`src/rtl/pim_sched_pkg.sv`:
```
// Shared types for the eFlash PIM command scheduler: modes, FSM states,
// queued command record and mode classification helpers.
package pim_sched_pkg;

   typedef enum logic [2:0] {
      MODE_NONE    = 3'd0,
      MODE_READ    = 3'd1,
      MODE_PROGRAM = 3'd2,
      MODE_ERASE   = 3'd3,
      MODE_COMPUTE = 3'd4
   } pim_mode_e;

   typedef enum logic [1:0] {
      ST_IDLE,
      ST_EXEC,
      ST_WAIT_OUT,
      ST_DONE
   } sched_state_e;

   // Mode kept as raw bits so invalid encodings survive the FIFO and are rejected at pop.
   typedef struct packed {
      logic [2:0] mode;
      logic [6:0] row7;
      logic [8:0] col9;
      logic [3:0] exec_max4;
   } pim_cmd_t;

   function automatic logic needs_output(input pim_mode_e m);
      return (m == MODE_READ) || (m == MODE_COMPUTE);
   endfunction

   function automatic logic mode_valid(input logic [2:0] m);
      return (m >= 3'd1) && (m <= 3'd4);
   endfunction

endpackage

```
`src/rtl/pim_cmd_fifo.sv`:
```
// Synchronous command FIFO; flush empties it in one cycle and overrides push/pop.
module pim_cmd_fifo
   import pim_sched_pkg::*;
#(
   parameter int unsigned DEPTH = 4
) (
   input  logic                         clk,
   input  logic                         rst,
   input  logic                         push,
   input  logic                         pop,
   input  logic                         flush,
   input  pim_cmd_t                     wdata,
   output pim_cmd_t                     rdata,
   output logic                         full,
   output logic                         empty,
   output logic [$clog2(DEPTH+1)-1:0]   count
);

   localparam int unsigned AW = $clog2(DEPTH);
   localparam int unsigned CW = $clog2(DEPTH+1);

   pim_cmd_t      mem [DEPTH];
   logic [AW-1:0] wr_ptr;
   logic [AW-1:0] rd_ptr;
   logic          do_push;
   logic          do_pop;

   assign full    = (count == CW'(DEPTH));
   assign empty   = (count == '0);
   assign do_push = push && !full;
   assign do_pop  = pop && !empty;
   assign rdata   = mem[rd_ptr];

   always_ff @(posedge clk) begin
      if (rst || flush) begin
         wr_ptr <= '0;
         rd_ptr <= '0;
         count  <= '0;
      end else begin
         if (do_push) wr_ptr <= wr_ptr + AW'(1);
         if (do_pop)  rd_ptr <= rd_ptr + AW'(1);
         case ({do_push, do_pop})
            2'b10:   count <= count + CW'(1);
            2'b01:   count <= count - CW'(1);
            default: count <= count;
         endcase
      end
   end

   always_ff @(posedge clk) begin
      if (do_push && !flush && !rst) mem[wr_ptr] <= wdata;
   end

endmodule

```
`src/rtl/pim_cmd_scheduler.sv`:
```
// PIM command queue and sequencer driving the row/column control bus.
// Optional WAIT_OUT watchdog enabled by defining PIM_SCHED_TIMEOUT_EN.
module pim_cmd_scheduler
   import pim_sched_pkg::*;
#(
   parameter int unsigned FIFO_DEPTH     = 4,
   parameter int unsigned PHASE_LEN      = 2,
   parameter int unsigned TIMEOUT_CYCLES = 1024
) (
   input  logic                              clk_i,
   input  logic                              rst_i,
   input  logic                              cmd_valid_i,
   output logic                              cmd_ready_o,
   input  logic [2:0]                        cmd_mode_i,
   input  logic [6:0]                        cmd_row_addr7_i,
   input  logic [8:0]                        cmd_col_addr9_i,
   input  logic [3:0]                        cmd_exec_max_i,
   input  logic                              flush_i,
   input  logic                              output_processing_done_i,
   input  logic                              err_clr_i,
   output logic                              pim_en_o,
   output logic [2:0]                        pim_mode_o,
   output logic [3:0]                        exec_cnt_o,
   output logic [6:0]                        row_addr7_o,
   output logic [8:0]                        col_addr9_o,
   output logic                              busy_o,
   output logic                              done_o,
   output logic                              err_o,
   output logic [$clog2(FIFO_DEPTH+1)-1:0]   fifo_cnt_o
);

   localparam int unsigned PW = (PHASE_LEN > 1) ? $clog2(PHASE_LEN) : 1;

   sched_state_e  state;
   pim_cmd_t      wcmd;
   pim_cmd_t      head;
   logic          full;
   logic          empty;
   logic          push;
   logic          pop;
   logic          err_set;
   logic          timeout_hit;
   logic          need_out;
   logic [3:0]    exec_max;
   logic [PW-1:0] phase_cnt;

   assign cmd_ready_o = !full && !flush_i;
   assign push        = cmd_valid_i && cmd_ready_o;
   assign pop         = (state == ST_IDLE) && !empty;
   assign busy_o      = (state != ST_IDLE);
   assign wcmd        = '{mode: cmd_mode_i, row7: cmd_row_addr7_i,
                          col9: cmd_col_addr9_i, exec_max4: cmd_exec_max_i};
   assign err_set     = (pop && !mode_valid(head.mode)) || timeout_hit;

   pim_cmd_fifo #(.DEPTH(FIFO_DEPTH)) u_fifo (
      .clk   (clk_i),
      .rst   (rst_i),
      .push  (push),
      .pop   (pop),
      .flush (flush_i),
      .wdata (wcmd),
      .rdata (head),
      .full  (full),
      .empty (empty),
      .count (fifo_cnt_o)
   );

`ifdef PIM_SCHED_TIMEOUT_EN
   localparam int unsigned TW = $clog2(TIMEOUT_CYCLES+1);
   logic [TW-1:0] wait_cnt;

   // A completion pulse on the final cycle takes precedence over the watchdog.
   assign timeout_hit = (state == ST_WAIT_OUT) && !output_processing_done_i &&
                        (wait_cnt == TW'(TIMEOUT_CYCLES-1));

   always_ff @(posedge clk_i) begin
      if (rst_i || state != ST_WAIT_OUT) wait_cnt <= '0;
      else                               wait_cnt <= wait_cnt + TW'(1);
   end
`else
   assign timeout_hit = 1'b0;
`endif

   always_ff @(posedge clk_i) begin
      if (rst_i) begin
         state       <= ST_IDLE;
         pim_en_o    <= 1'b0;
         pim_mode_o  <= '0;
         exec_cnt_o  <= '0;
         row_addr7_o <= '0;
         col_addr9_o <= '0;
         exec_max    <= '0;
         need_out    <= 1'b0;
         phase_cnt   <= '0;
         done_o      <= 1'b0;
         err_o       <= 1'b0;
      end else begin
         done_o <= 1'b0;
         if (err_set)        err_o <= 1'b1;
         else if (err_clr_i) err_o <= 1'b0;

         unique case (state)
            ST_IDLE: begin
               if (pop && mode_valid(head.mode)) begin
                  pim_mode_o  <= head.mode;
                  row_addr7_o <= head.row7;
                  col_addr9_o <= head.col9;
                  exec_max    <= head.exec_max4;
                  need_out    <= needs_output(pim_mode_e'(head.mode));
                  exec_cnt_o  <= '0;
                  phase_cnt   <= '0;
                  pim_en_o    <= 1'b1;
                  state       <= ST_EXEC;
               end
            end
            ST_EXEC: begin
               if (phase_cnt == PW'(PHASE_LEN-1)) begin
                  phase_cnt <= '0;
                  if (exec_cnt_o == exec_max) begin
                     pim_en_o <= 1'b0;
                     state    <= need_out ? ST_WAIT_OUT : ST_DONE;
                  end else begin
                     exec_cnt_o <= exec_cnt_o + 4'd1;
                  end
               end else begin
                  phase_cnt <= phase_cnt + PW'(1);
               end
            end
            ST_WAIT_OUT: begin
               if (output_processing_done_i || timeout_hit) state <= ST_DONE;
            end
            ST_DONE: begin
               done_o <= 1'b1;
               state  <= ST_IDLE;
            end
            default: state <= ST_IDLE;
         endcase
      end
   end

endmodule

```
`config.mk`:
```
export PLATFORM = sky130hd
export DESIGN_NAME = pim_cmd_scheduler
export DESIGN_NICKNAME = d
export VERILOG_FILES = /design/src/rtl/pim_sched_pkg.sv /design/src/rtl/pim_cmd_fifo.sv /design/src/rtl/pim_cmd_scheduler.sv
export SDC_FILE = /design/constraint.sdc
export NUM_CORES = 1
export LEC_CHECK = 0
export BUFFER_PORTS_ARGS = -buffer_cell sky130_fd_sc_hd__buf_2
export CORE_MARGIN = 2
export CORE_UTILIZATION = 32
export DETAILED_ROUTE_END_ITERATION = 10
export SLEW_MARGIN = 20
export SYNTH_ARGS = -nofsm -noshare
export SYNTH_HDL_FRONTEND = slang
export SYNTH_SLANG_ARGS = --single-unit
```
`constraint.sdc`:
```
create_clock -name clk_i -period 6.83 [get_ports clk_i]
set_clock_uncertainty 0.1 [all_clocks]
set_input_delay 1.366 -clock clk_i [delete_from_list [all_inputs] [get_ports clk_i]]
set_output_delay 1.366 -clock clk_i [all_outputs]
set_load 0.05 [all_outputs]
```
* Word level (Yosys, flattened, before mapping)
Memories as Yosys holds them, arrays and structs flattened. A register that Yosys moved wholly into a read port is not among the register bits.
Cells that the tools add are included.
** Operators by class
- Add/subtract/negate cells :: 6
- $lt $le $gt $ge :: 2
- Equality and inequality tests :: 14
- Multiplexer cells :: 25
- Reductions and logical operators :: 28
** Operators with widths (count)
- 2-bit 2-to-1 mux :: 6
- 4-bit 2-to-1 mux :: 3
- 4-bit AND reduction :: 3
- 1-bit 2-to-1 mux :: 11
- 1-bit logical AND :: 10
- 2-bit != test, second input constant :: 4
- 2-bit one-hot mux with 4 select lines :: 1
- 4-bit one-hot mux with 2 select lines :: 1
- 2-bit nonzero test :: 4
- 2-bit equality test, second input constant :: 3
- 3-bit equality test, second input constant :: 2
- 3-bit one-hot mux with 2 select lines :: 1
- 1-bit zero test :: 5
- 2-bit by 1-bit adder with 2-bit output, second input constant :: 2
- 4-bit by 1-bit adder with 4-bit output, second input constant :: 1
- 2-bit by 1-bit equality test with 1-bit output, second input constant :: 2
- 4-bit equality test :: 1
- 1-bit one-hot mux with 2 select lines :: 2
- 2-bit AND reduction :: 2
- 3-bit by 1-bit adder with 3-bit output, second input constant :: 1
- 3-bit by 1-bit equality test with 1-bit output, second input constant :: 1
- 3-bit by 1-bit >= comparator with 1-bit output, second input constant :: 1
- 3-bit less-or-equal comparator, second input constant :: 1
- 3-bit zero test :: 1
- other kinds (5) :: 6
** Word-level totals
- Flip-flop bits (word level) :: 41
- Bits in writable memories :: 92
- Bits of input ports :: 29
- Logic and storage cells :: 90
- Memories :: 1
** Memory list
- u_fifo.mem :: words 4, bits a word 23, read ports 1, clocked after memory_dff 1, wr ports 1, line pim_cmd_fifo.sv:22 : pim_cmd_t mem [DEPTH];

* Longest topological paths before layout
- Depth after elaboration :: 9
- Mapped depth :: 10
- Mapped depth without buffers :: 10

* By module
A second synthesis with hierarchy kept.
** Second synthesis, totals
- Cells, all modules :: 346
- Area total of the unflattened synthesis :: 5377.7 sq um
** Modules (own cells, without submodules)
- pim_cmd_fifo :: times used 1, cells an instance 175, area an instance 3793.6 sq um
- pim_cmd_scheduler :: times used 1, cells an instance 171, area an instance 1584.0 sq um

* Worst setup path after synthesis
Ideal clock, no wire load.
- Path kind :: in2reg
- Start :: input flush_i
- End :: memory u_fifo.mem[0][0] (netlist bit), enable pin
- Setup time :: 382 ps
- Arrival time :: 3352 ps
- Path slack :: 2997 ps
- Stages :: 4
- Path through :: a31oi_1 -> nand2_1 -> nor2_1 -> and2_1
** Between the ends
- Cells in the longest elaborated chain, start to end :: 8
** Ends and longest elaborated chain
- start, declared :: line pim_cmd_scheduler.sv:18 : input logic flush_i,
- 1-bit zero test * :: line pim_cmd_fifo.sv:51, pim_cmd_scheduler.sv:47
- 1-bit logical AND :: line pim_cmd_scheduler.sv:47 : assign cmd_ready_o = !full && !flush_i;
- 1-bit logical AND :: line pim_cmd_scheduler.sv:48 : assign push = cmd_valid_i && cmd_ready_o;
- 1-bit logical AND :: line pim_cmd_fifo.sv:30 : assign do_push = push && !full;
- 1-bit logical AND * (2 in a row) :: line pim_cmd_fifo.sv:51 : if (do_push && !flush && !rst) mem[wr_ptr] <= wdata;
- 1-bit 2-to-1 mux * :: line pim_cmd_fifo.sv:51
- 1-bit 2-to-1 mux (not written as such) * :: line pim_cmd_fifo.sv:51
- end, declared :: line pim_cmd_fifo.sv:22
Every way passes the cells marked *; elsewhere a longest branch is shown, timed or not.

* Worst setup path after layout
- Start :: input flush_i
- End :: output cmd_ready_o
** Between the ends
- Cells in the longest elaborated chain, start to end :: 2
** Ends and longest elaborated chain
- 1-bit zero test :: line pim_cmd_scheduler.sv:47
- 1-bit logical AND :: line pim_cmd_scheduler.sv:47
- end, declared :: line pim_cmd_scheduler.sv:13 : output logic cmd_ready_o,
No other way between the ends.

==> impl_metrics.yaml <==
clock_tree:
  cts_root_buf: "clkbuf_16"
  post_cts_resized: 0
  cts_max_path_buffers: 2
  numCtsBuffers: 17
  clk_pin_slew_ns: 0.05
  h-tree-depth: 4
  postCtsSetupBuffers: 0
  clk_latency_ns: 0.41
  cts_sinks: 135
  hold_buffers: 0
  cts_tree: "done"
status:
  status: "finished clean"
die:
  fp-row-count: 46
  io_pins: 60
  core_area_um2: 15940
  dieArea_um2: 17350
  die-width_um: 131.7
  start_util_pct: 32.74
  die_h_um: 131.7
logic_synthesis:
  yosysTopAreaCell: "edfxtp_1"
  ys_top_cells_by_area: "edfxtp_1, dfxtp_1, mux4_2"
  yosysSeqAreaShare_pct: 69.42
  ys_warn_count: 0
  synth_flop_cell: "edfxtp_1"
  synthCells: 349
  post-synth-top-count-cell: "edfxtp_1"
  synth_common_cells: "edfxtp_1, nand2_1, dfxtp_1"
  synthArstFlopShare_pct: 0
  syn_area_um2: 5220
  syn_area_per_cell_um2: 14.96
  yosys.area.top_type_share_pct: 52.92
  synth-seq-cells: 135
  synthesis.nets: 389
  synth_cell_types: 41
  synth_edf_count: 92
timing:
  slew_viol_final: 0
  slew_headroom_pct: 42.21
  rsz0062_at_grt: "false"
  tns_ns: 0
  setup_viol: 0
  max_freq_mhz: 288.1
  fin_crit_sh_pct: 50.82
  hold_slack_ns: 0.3525
  tightest_slew_ns: 0.8668
  min_period_ns: 3.471
  hold_viol: 0
grt:
  track_usage_pct: 12.85
  grt_pass1_vias: 3166
  grt_pass1_wl_mm: 16.63
  overflow: 0
  antenna_found_initial: 0
  grt_max_degree: 36
setup_path:
  reg2reg_setup_slack_ns: 3.62
  r2r_cells: 6
  crit_type: "in -> out"
  crit-reg2reg-capture: "exec_max[2]$_SDFFE_PP0P_"
  worstSetupStartpoint: "flush_i"
  arrival_ns: 2.00
  critPathRequiredTime_ns: 5.36
  cp-end-kind: "output pin"
  critPathMaxFanout: 3
  cp-start-kind: "input pin"
pwr:
  p_leak_nw: 2.232
  power_w: 0.002103
  vdd_drop_max_v: 0.0001927
  pwr_density_cell_nw_per_um2: 328.6
routing:
  wl_per_cell_um: 16.29
  vias: 3037
  drc: 0
  drt_wl_total_mm: 10.52
  postRouteAntennaNets: 0
  vias_per_cell: 4.701
  drt_iter0_drc: 188
  drtPass1Iterations: 4
final_layout:
  utilization_pct: 40.14
  nets: 457
  num_antenna_cells: 0
  num-fill-cells: 1504
  area_growth_pct: 22.58
  drive_above_1_share_pct: 28.84
  postLayoutCellArea_um2: 6399
hold_path:
  min_from: "row_addr7_o[3]$_SDFFE_PP0P_"
  min_to: "row_addr7_o[3]$_SDFFE_PP0P_"
  hold_class: "reg -> reg"
  hold_path_depth: 2
placement:
  gp_congestion: 0.7406
  placedInstanceArea_um2: 5767
  dp_hpwl_mm: 6.458
  io_buffers: 59
flow_run:
  cap_violations: 0
-- area by class of cell --
class	count	area (um^2)	share of cell area (%)
Clock inverter	11	173.9	2.718
Inverter	11	41.29	0.6453
Tap cell	216	270.3	4.224
Timing Repair Buffer	64	332.8	5.201
Multi-Input combinational cell	188	1504	23.50
Clock buffer	21	450.4	7.039
Sequential cell	135	3626	56.67
-- layout by cell type (no fill, tap or decap), drive strengths merged, types with 2 or more instances in the layout --
master    count
edfxtp       92
buf          64
nand2        51
dfxtp        43
a21oi        29
mux4         23
clkbuf       21
nor2         15
inv          13
ha           10
xor2          7
o21ai         7
and2          4
a211oi        4
bufinv        4
xnor2         3
nor2b         3
o211ai        3
nand3         3
clkinvlp      3
or2           2
nor3          2
a32o          2
or3           2
clkinv        2
-- per-stage QoR --
| stage | std cells | setup slack [ns] |
|---|---|---|
| 5_1_grt | 646 | 3.332 |
| 4_1_cts | 646 | 3.358 |
| 6_report | 646 | 3.359 |
| 2_1_floorplan | 349 | 2.997 |
| 3_3_place_gp | 614 | 3.365 |
| 3_5_place_dp | 614 | 3.366 |
-- flip-flops by register name, indices dropped and copies added, names as in the netlist, named ones only --
| name | flops |
|---|---|
| exec_max | 4 |
| pim_mode_o | 3 |
| phase_cnt | 1 |
| pim_en_o | 1 |
| u_fifo.wr_ptr | 2 |
| state | 2 |
| row_addr7_o | 7 |
| err_o | 1 |
| u_fifo.mem | 92 |
| u_fifo.count | 3 |
| done_o | 1 |
| col_addr9_o | 9 |
| need_out | 1 |
| u_fifo.rd_ptr | 2 |
| exec_cnt_o | 4 |
-- how the worst max path moves through the flow --
stage                                       to  slack [ns]  cells after the start
global placement                   cmd_ready_o        3.37                      3
detailed placement                 cmd_ready_o        3.37                      3
global route                       cmd_ready_o        3.33                      3
CTS                                cmd_ready_o        3.36                      3
floorplan           u_fifo.mem[0][0]$_DFFE_PP_        3.00                      4
finish                             cmd_ready_o        3.36                      3
-- kinds of logic after synthesis --
kind of cell,count (synthesis),share of synthesized area (%)
AOI/OAI and AO/OA,55,6.496
muxes,24,10.12
buffers and inverters,26,2.061
xor gates and xnor gates,10,1.678
and+or+nand+nor,88,7.454
DFF,135,69.42
adders and majority gates,11,2.780
-- per-layer routing --
layer  vias to the layer above  GRT usage (%)  part of all wire (%)
li1                       1438              -                     -
met2                        69          21.26                    49
met3                        10          4.437                   4.7
met4                         0          4.891                   1.2
met5                         -              0                     0
met1                      1520          15.51                    45
-- critical path: stages --
cell and delay [ns]:
buf_2 0.10, a31oi_1 0.22, buf_2 0.32
-- where the power goes --
part / switching (W) / internal (W)
registers: 0.0000187 / 0.000894
logic: 0.000154 / 0.0000762
clock network: 0.000337 / 0.000622
total: 0.000510 / 0.00159
No activity file was read; power rests on OpenSTA's default activity.
